**src/rtl/imem_loader_pkg.sv**
```systemverilog
// Shared definitions for the boot-time instruction-memory loader:
// FSM encoding, block width, default depth and stream byte order.
package imem_loader_pkg;

    typedef enum logic [2:0] {
        ST_HDR0,
        ST_HDR1,
        ST_DATA,
        ST_CSUM,
        ST_DONE,
        ST_ERROR
    } state_t;

    localparam int unsigned BLOCK_W       = 128;
    localparam int unsigned DEPTH_DEFAULT = 1024;
    localparam bit          BYTE_ORDER_LE = 1'b1;

    // Drop one stream byte into its lane of the instruction word being assembled.
    function automatic logic [31:0] place_byte(input logic [31:0] word,
                                               input logic [1:0]  lane,
                                               input logic [7:0]  data);
        logic [31:0] w;
        logic [1:0]  l;
        w = word;
        l = BYTE_ORDER_LE ? lane : ~lane;
        w[{l, 3'b000} +: 8] = data;
        return w;
    endfunction

endpackage

```
**src/rtl/imem_loader.sv**
```systemverilog
// Boot loader: byte stream -> checksum-verified instruction-memory image; holds the core in reset until done.
// Define IMEM_LOADER_ENCRYPT_EN to pass each block through the codebase `encrypt` (i_block -> o_block) first.
module imem_loader
    import imem_loader_pkg::*;
#(
    parameter int unsigned DEPTH = DEPTH_DEFAULT,
    parameter int unsigned AW    = $clog2(DEPTH)
) (
    input  logic               clk,
    input  logic               RESET,
    input  logic               in_valid,
    output logic               in_ready,
    input  logic [7:0]         in_data,
    output logic               im_we,
    output logic [AW-1:0]      im_addr,
    output logic [BLOCK_W-1:0] im_wdata,
    output logic               cpu_reset,
    output logic               load_done,
    output logic               load_err,
    output logic [15:0]        words_loaded
);

    localparam logic [15:0] DEPTH16 = 16'(DEPTH);

    state_t               r_state;
    logic [15:0]          r_n;
    logic [1:0]           r_byte_cnt;
    logic [31:0]          r_word;
    logic [15:0]          r_word_idx;
    logic [7:0]           r_xor;
    logic                 r_ready;
    logic                 r_we;
    logic [AW-1:0]        r_addr;
    logic [BLOCK_W-1:0]   r_wdata;
    logic [15:0]          r_words_loaded;
    logic                 r_cpu_reset;
    logic                 r_done;
    logic                 r_err;

    logic                 w_accept;
    logic [15:0]          w_n;
    logic [15:0]          w_idx_next;
    logic [31:0]          w_word;
    logic [BLOCK_W-1:0]   w_plain;
    logic [BLOCK_W-1:0]   w_block;

    assign w_accept   = in_valid && r_ready;
    assign w_n        = {in_data, r_n[7:0]};
    assign w_idx_next = r_word_idx + 16'd1;
    assign w_word     = place_byte(r_word, r_byte_cnt, in_data);
    assign w_plain    = {{(BLOCK_W-32){1'b0}}, w_word};

`ifdef IMEM_LOADER_ENCRYPT_EN
    encrypt u_encrypt (
        .i_block (w_plain),
        .o_block (w_block)
    );
`else
    assign w_block = w_plain;
`endif

    always_ff @(posedge clk) begin
        if (RESET) begin
            r_state        <= ST_HDR0;
            r_n            <= '0;
            r_byte_cnt     <= '0;
            r_word         <= '0;
            r_word_idx     <= '0;
            r_xor          <= '0;
            r_ready        <= 1'b1;
            r_we           <= 1'b0;
            r_addr         <= '0;
            r_wdata        <= '0;
            r_words_loaded <= '0;
            r_cpu_reset    <= 1'b1;
            r_done         <= 1'b0;
            r_err          <= 1'b0;
        end else begin
            r_we <= 1'b0;
            if (w_accept) begin
                unique case (r_state)
                    ST_HDR0: begin
                        r_n[7:0] <= in_data;
                        r_xor    <= r_xor ^ in_data;
                        r_state  <= ST_HDR1;
                    end
                    ST_HDR1: begin
                        r_n   <= w_n;
                        r_xor <= r_xor ^ in_data;
                        if (w_n > DEPTH16) begin
                            r_state <= ST_ERROR;
                            r_ready <= 1'b0;
                            r_err   <= 1'b1;
                        end else if (w_n == 16'd0) begin
                            r_state <= ST_CSUM;
                        end else begin
                            r_state <= ST_DATA;
                        end
                    end
                    ST_DATA: begin
                        r_xor      <= r_xor ^ in_data;
                        r_word     <= w_word;
                        r_byte_cnt <= r_byte_cnt + 2'd1;
                        if (r_byte_cnt == 2'd3) begin
                            // Write and count advance together so words_loaded tracks im_we exactly.
                            r_we           <= 1'b1;
                            r_addr         <= r_word_idx[AW-1:0];
                            r_wdata        <= w_block;
                            r_word_idx     <= w_idx_next;
                            r_words_loaded <= w_idx_next;
                            if (w_idx_next == r_n) begin
                                r_state <= ST_CSUM;
                            end
                        end
                    end
                    ST_CSUM: begin
                        r_ready <= 1'b0;
                        if (in_data == r_xor) begin
                            r_state     <= ST_DONE;
                            r_cpu_reset <= 1'b0;
                            r_done      <= 1'b1;
                        end else begin
                            r_state <= ST_ERROR;
                            r_err   <= 1'b1;
                        end
                    end
                    default: begin
                    end
                endcase
            end
        end
    end

    assign in_ready     = r_ready;
    assign im_we        = r_we;
    assign im_addr      = r_addr;
    assign im_wdata     = r_wdata;
    assign words_loaded = r_words_loaded;
    assign cpu_reset    = r_cpu_reset;
    assign load_done    = r_done;
    assign load_err     = r_err;

endmodule

```
**config.mk**
```make
export PLATFORM = sky130hd
export DESIGN_NAME = imem_loader
export DESIGN_NICKNAME = d
export VERILOG_FILES = /design/src/rtl/imem_loader_pkg.sv /design/src/rtl/imem_loader.sv
export SDC_FILE = /design/constraint.sdc
export NUM_CORES = 1
export LEC_CHECK = 0
export ABC_CLOCK_PERIOD_IN_PS = 2800
export BUFFER_PORTS_ARGS = -buffer_cell sky130_fd_sc_hd__buf_2
export CAP_MARGIN = 20
export CORE_MARGIN = 2
export CORE_UTILIZATION = 50
export DETAILED_ROUTE_END_ITERATION = 12
export GPL_ROUTABILITY_DRIVEN = 0
export GPL_TIMING_DRIVEN = 0
export HOLD_SLACK_MARGIN = 0.08
export PLACE_DENSITY = 0.78
export SYNTH_ARGS = -nofsm -noshare
export SYNTH_HDL_FRONTEND = slang
export SYNTH_SLANG_ARGS = --single-unit
```
**constraint.sdc**
```tcl
create_clock -name clk -period 2.8 [get_ports clk]
set_input_delay 0.42 -clock clk [delete_from_list [all_inputs] [get_ports clk]]
set_output_delay 0.42 -clock clk [all_outputs]
set_load 0.1 [all_outputs]
```
==> flow_summary.html <==
<table>
<tr><th>Metric</th><th>Value</th></tr>
<tr><th colspan="2">Placement</th></tr>
<tr><td>Quantity of I/O buffers inserted on ports</td><td>72</td></tr>
<tr><td>Final HPWL DP</td><td>10400 um</td></tr>
<tr><td>Number of instances in the placed design</td><td>1068</td></tr>
<tr><th colspan="2">Drt</th></tr>
<tr><td>Met3 routed wirelength</td><td>990 um</td></tr>
<tr><td>DRT iter0 DRCs</td><td>319</td></tr>
<tr><td>Drt total wl</td><td>15300 um</td></tr>
<tr><td>M1 wire length</td><td>6580 um</td></tr>
<tr><td>Total iterations of the first detailed-routing run</td><td>5</td></tr>
<tr><td>Avg WL per Cell</td><td>13.9 um</td></tr>
<tr><td>Routed vias</td><td>5447</td></tr>
<tr><td>Number of nets with antenna violations after routing</td><td>0</td></tr>
<tr><td>Met2 layer wire length in the routed design</td><td>7480 um</td></tr>
<tr><td>Post-route DRC</td><td>0</td></tr>
<tr><td>Topmost layer with routed signal wires</td><td>met4</td></tr>
<tr><td>Vias per std cell</td><td>4.95</td></tr>
<tr><th colspan="2">Floorplan</th></tr>
<tr><td>Height of the die</td><td>115 um</td></tr>
<tr><td>Total core area</td><td>12100 um^2</td></tr>
<tr><td>Initial core utilization</td><td>51.4%</td></tr>
<tr><td># IOs</td><td>170</td></tr>
<tr><td>Row count</td><td>40</td></tr>
<tr><td>Die ar.</td><td>13300 um^2</td></tr>
<tr><td>Horiz. Die Dim</td><td>115 um</td></tr>
<tr><th colspan="2">Global route</th></tr>
<tr><td>Largest net degree at the start of global routing</td><td>17</td></tr>
<tr><td>Global Route Usage Sum</td><td>23.2%</td></tr>
<tr><td>GR Overflow Total</td><td>0</td></tr>
<tr><td>Number of global-route vias before repair</td><td>4946</td></tr>
<tr><td>Wire length of the first global-routing pass</td><td>24400 um</td></tr>
<tr><td>Antenna violations before repair</td><td>0</td></tr>
<tr><th colspan="2">Timing</th></tr>
<tr><td>Total count of max-transition violations in the final report</td><td>0</td></tr>
<tr><td>Shortest clock period the worst path allows after layout</td><td>2.51 ns</td></tr>
<tr><td>Endpoints failing hold</td><td>0</td></tr>
<tr><td>Headroom to the max-slew limit</td><td>37.3%</td></tr>
<tr><td>Unrepaired setup endpoints after global routing</td><td>no</td></tr>
<tr><td>Fmax achieved</td><td>399 MHz</td></tr>
<tr><td>Clock tree skew after final layout</td><td>0.00790 ns</td></tr>
<tr><td>Count of endpoints failing setup in the final report</td><td>0</td></tr>
<tr><td>Final period util</td><td>89.6%</td></tr>
<tr><td>Slew at the pin closest to its max-slew limit</td><td>0.934 ns</td></tr>
<tr><td>Sum of negative setup slack</td><td>0 ns</td></tr>
<tr><th colspan="2">Clock network</th></tr>
<tr><td>Worst-path clk slew</td><td>0.06 ns</td></tr>
<tr><td>Cts repair resizes</td><td>0</td></tr>
<tr><td>Buffer depth of the longest clock path</td><td>2</td></tr>
<tr><td>Number of clock sinks</td><td>124</td></tr>
<tr><td>H-tree levels</td><td>4</td></tr>
<tr><td>CTS root buffer</td><td>clkbuf_16</td></tr>
<tr><td>Hold-fix buffer count after cts</td><td>0</td></tr>
<tr><td>CTS tree</td><td>yes</td></tr>
<tr><td>Clock buffer count from CTS</td><td>17</td></tr>
<tr><td>Setup Buffers After CTS</td><td>0</td></tr>
<tr><td>Clock insertion delay at the later pin of the skew report</td><td>0.42 ns</td></tr>
<tr><th colspan="2">Critical path</th></tr>
<tr><td>Crit Path Max Fanout</td><td>9</td></tr>
<tr><td>Number of cell instances on the worst register-to-register path</td><td>7</td></tr>
<tr><td>Launching element type of the critical path</td><td>flop</td></tr>
<tr><td>Data arrival time of the worst path</td><td>2.86 ns</td></tr>
<tr><td>Type of the worst setup path</td><td>reg2reg</td></tr>
<tr><td>Worst R2R Setup Slack</td><td>0.29 ns</td></tr>
<tr><td>Setup crit end kind</td><td>flop</td></tr>
<tr><td>Worst Path Required</td><td>3.15 ns</td></tr>
<tr><th colspan="2">Yosys</th></tr>
<tr><td>Sequential-to-total area share from yosys stat</td><td>40.0%</td></tr>
<tr><td>Most used flip-flop cell after synthesis</td><td>dfxtp_1</td></tr>
<tr><td>Number of cells produced by synthesis</td><td>733</td></tr>
<tr><td>Count of synthesis-stage warnings from yosys</td><td>0</td></tr>
<tr><td>Async S/R FF share, synth</td><td>0%</td></tr>
<tr><td>Number of synthesized register bits</td><td>124</td></tr>
<tr><td>Netlist cell types</td><td>55</td></tr>
<tr><td>Count of flip-flops with a built-in enable after synthesis</td><td>0</td></tr>
<tr><td>Post-Syn Area per Cell</td><td>8.46 um^2</td></tr>
<tr><td>Synth Cell Area</td><td>6200 um^2</td></tr>
<tr><th colspan="2">Finish</th></tr>
<tr><td>Layout net count</td><td>937</td></tr>
<tr><td>Area growth from synthesis to final layout</td><td>25.9%</td></tr>
<tr><td>Number of diodes</td><td>0</td></tr>
<tr><td>Final cell count without fillers</td><td>1100</td></tr>
<tr><td>Share of post-route cells with drive strength above 1</td><td>23.8%</td></tr>
<tr><td>Most common library cell in the layout ignoring fill and taps</td><td>dfxtp_1</td></tr>
<tr><td>Most frequent cells in the layout</td><td>dfxtp_1, nor2_1, buf_4, conb_1, buf_2</td></tr>
<tr><th colspan="2">Hold path</th></tr>
<tr><td>Class of the tightest hold or removal check</td><td>reg2reg</td></tr>
<tr><td>Min-Delay Path Depth</td><td>2</td></tr>
<tr><th colspan="2">Power and ir drop</th></tr>
<tr><td>Ratio of total power to cell area</td><td>673 nW/um^2</td></tr>
<tr><td>Peak ir drop on the vdd network</td><td>328 uV</td></tr>
<tr><td>Leak pwr</td><td>0.00347 uW</td></tr>
<tr><th colspan="2">Run</th></tr>
<tr><td>Max_cap viols</td><td>0</td></tr>
<tr><th colspan="2">Run status</th></tr>
<tr><td>Status</td><td>complete, no violations</td></tr>
</table>
-- worst max-delay path, cell delays in order, from the launching register on --
cell	delay, ns
dfxtp_1	0.48
inv_1	0.16
ha_1	0.39
nor3_1	0.78
and2_1	0.22
buf_2	0.18
a22oi_1	0.10
nor2_1	0.12
-- cells in the mapped netlist, drive strengths merged, types with 7 or more instances --
cell | n | area [um^2]
nand2 | 50 | 188
o21ai | 13 | 65.1
ha | 7 | 87.6
inv | 7 | 26.3
nor3 | 28 | 140
a21oi | 35 | 175
nor2 | 117 | 444
xnor2 | 26 | 228
xor2 | 24 | 210
a211oi | 27 | 203
clkbuf | 40 | 151
nand3 | 11 | 70.1
a221oi | 20 | 175
mux2i | 11 | 110
a22oi | 21 | 158
nor2b | 9 | 56.3
nor4 | 7 | 56.3
dfxtp | 124 | 2480
buf | 107 | 781
-- routing by layer --
layer / vias up / global-route usage, %
li1: 2701 / -
met2: 221 / 39.2
met1: 2500 / 29.4
met4: 0 / 9.00
met3: 25 / 4.43
met5: - / 0
-- layout make-up --
| cell class | instances | area, um^2 |
|---|---|---|
| clock inverters | 14 | 243 |
| plain buffers | 147 | 932 |
| clock buffers | 18 | 439 |
| well taps | 168 | 210 |
| multi-input cells | 549 | 3120 |
| repair buffers | 72 | 360 |
| flip-flops and latches | 124 | 2480 |
| inverters | 8 | 30.0 |
| fillers | 1022 | 4250 |
-- state kept, by name (all words and copies together), names as in the netlist, 2 cells and up --
name / count
im_addr: 10
r_xor: 8
r_n: 16
r_byte_cnt: 2
im_wdata: 32
r_word: 32
words_loaded: 16
r_state: 3
-- per-stage QoR --
step | setup WS (ns) | hold slack, ns | total power, uW | cell area [um^2] | util (%)
6_report | 0.291 | 0.450 | 5260 | 7810 | 64.8
5_1_grt | 0.0491 | 0.467 | 5390 | 7810 | 64.8
4_1_cts | 0.291 | 0.453 | 5260 | 7810 | 64.8
3_5_place_dp | 0.323 | 0.445 | 2760 | 7130 | 59.1
3_3_place_gp | 0.328 | 0.443 | 2750 | 7130 | 59.1
2_1_floorplan | 0.0486 | 0.454 | 2690 | 6560 | -
-- worst paths after layout --
check,startpoint,endpoint
worst max-delay path,r_byte_cnt[0]$_SDFFE_PP0P_,r_word[4]$_SDFFE_PP0P_
worst min-delay path,im_addr[7]$_SDFFE_PP0P_,im_addr[7]$_SDFFE_PP0P_
worst max register to register,r_byte_cnt[0]$_SDFFE_PP0P_,r_word[4]$_SDFFE_PP0P_
worst min register to register,im_addr[7]$_SDFFE_PP0P_,im_addr[7]$_SDFFE_PP0P_
-- power breakdown --
part / switching [uW] / internal [uW]
Clock: 832 / 1690
Sequential: 30.4 / 1800
Combinational: 733 / 171
Total: 1600 / 3660
-- kinds of logic (layout without fill, tap and decap cells) --
kind of cell	after synthesis	count (layout)	share of synthesized area [%]
flops	124	124	40.0
xor+xnor	50	50	7.06
other cells	1	96	0.0605
mux	11	11	1.77
compound gates	132	132	14.9
buf+inv	155	259	15.5
fa+ha+maj	7	7	1.41
simple gates	253	253	19.2
Note: power is estimated with default switching activity, not from simulation.
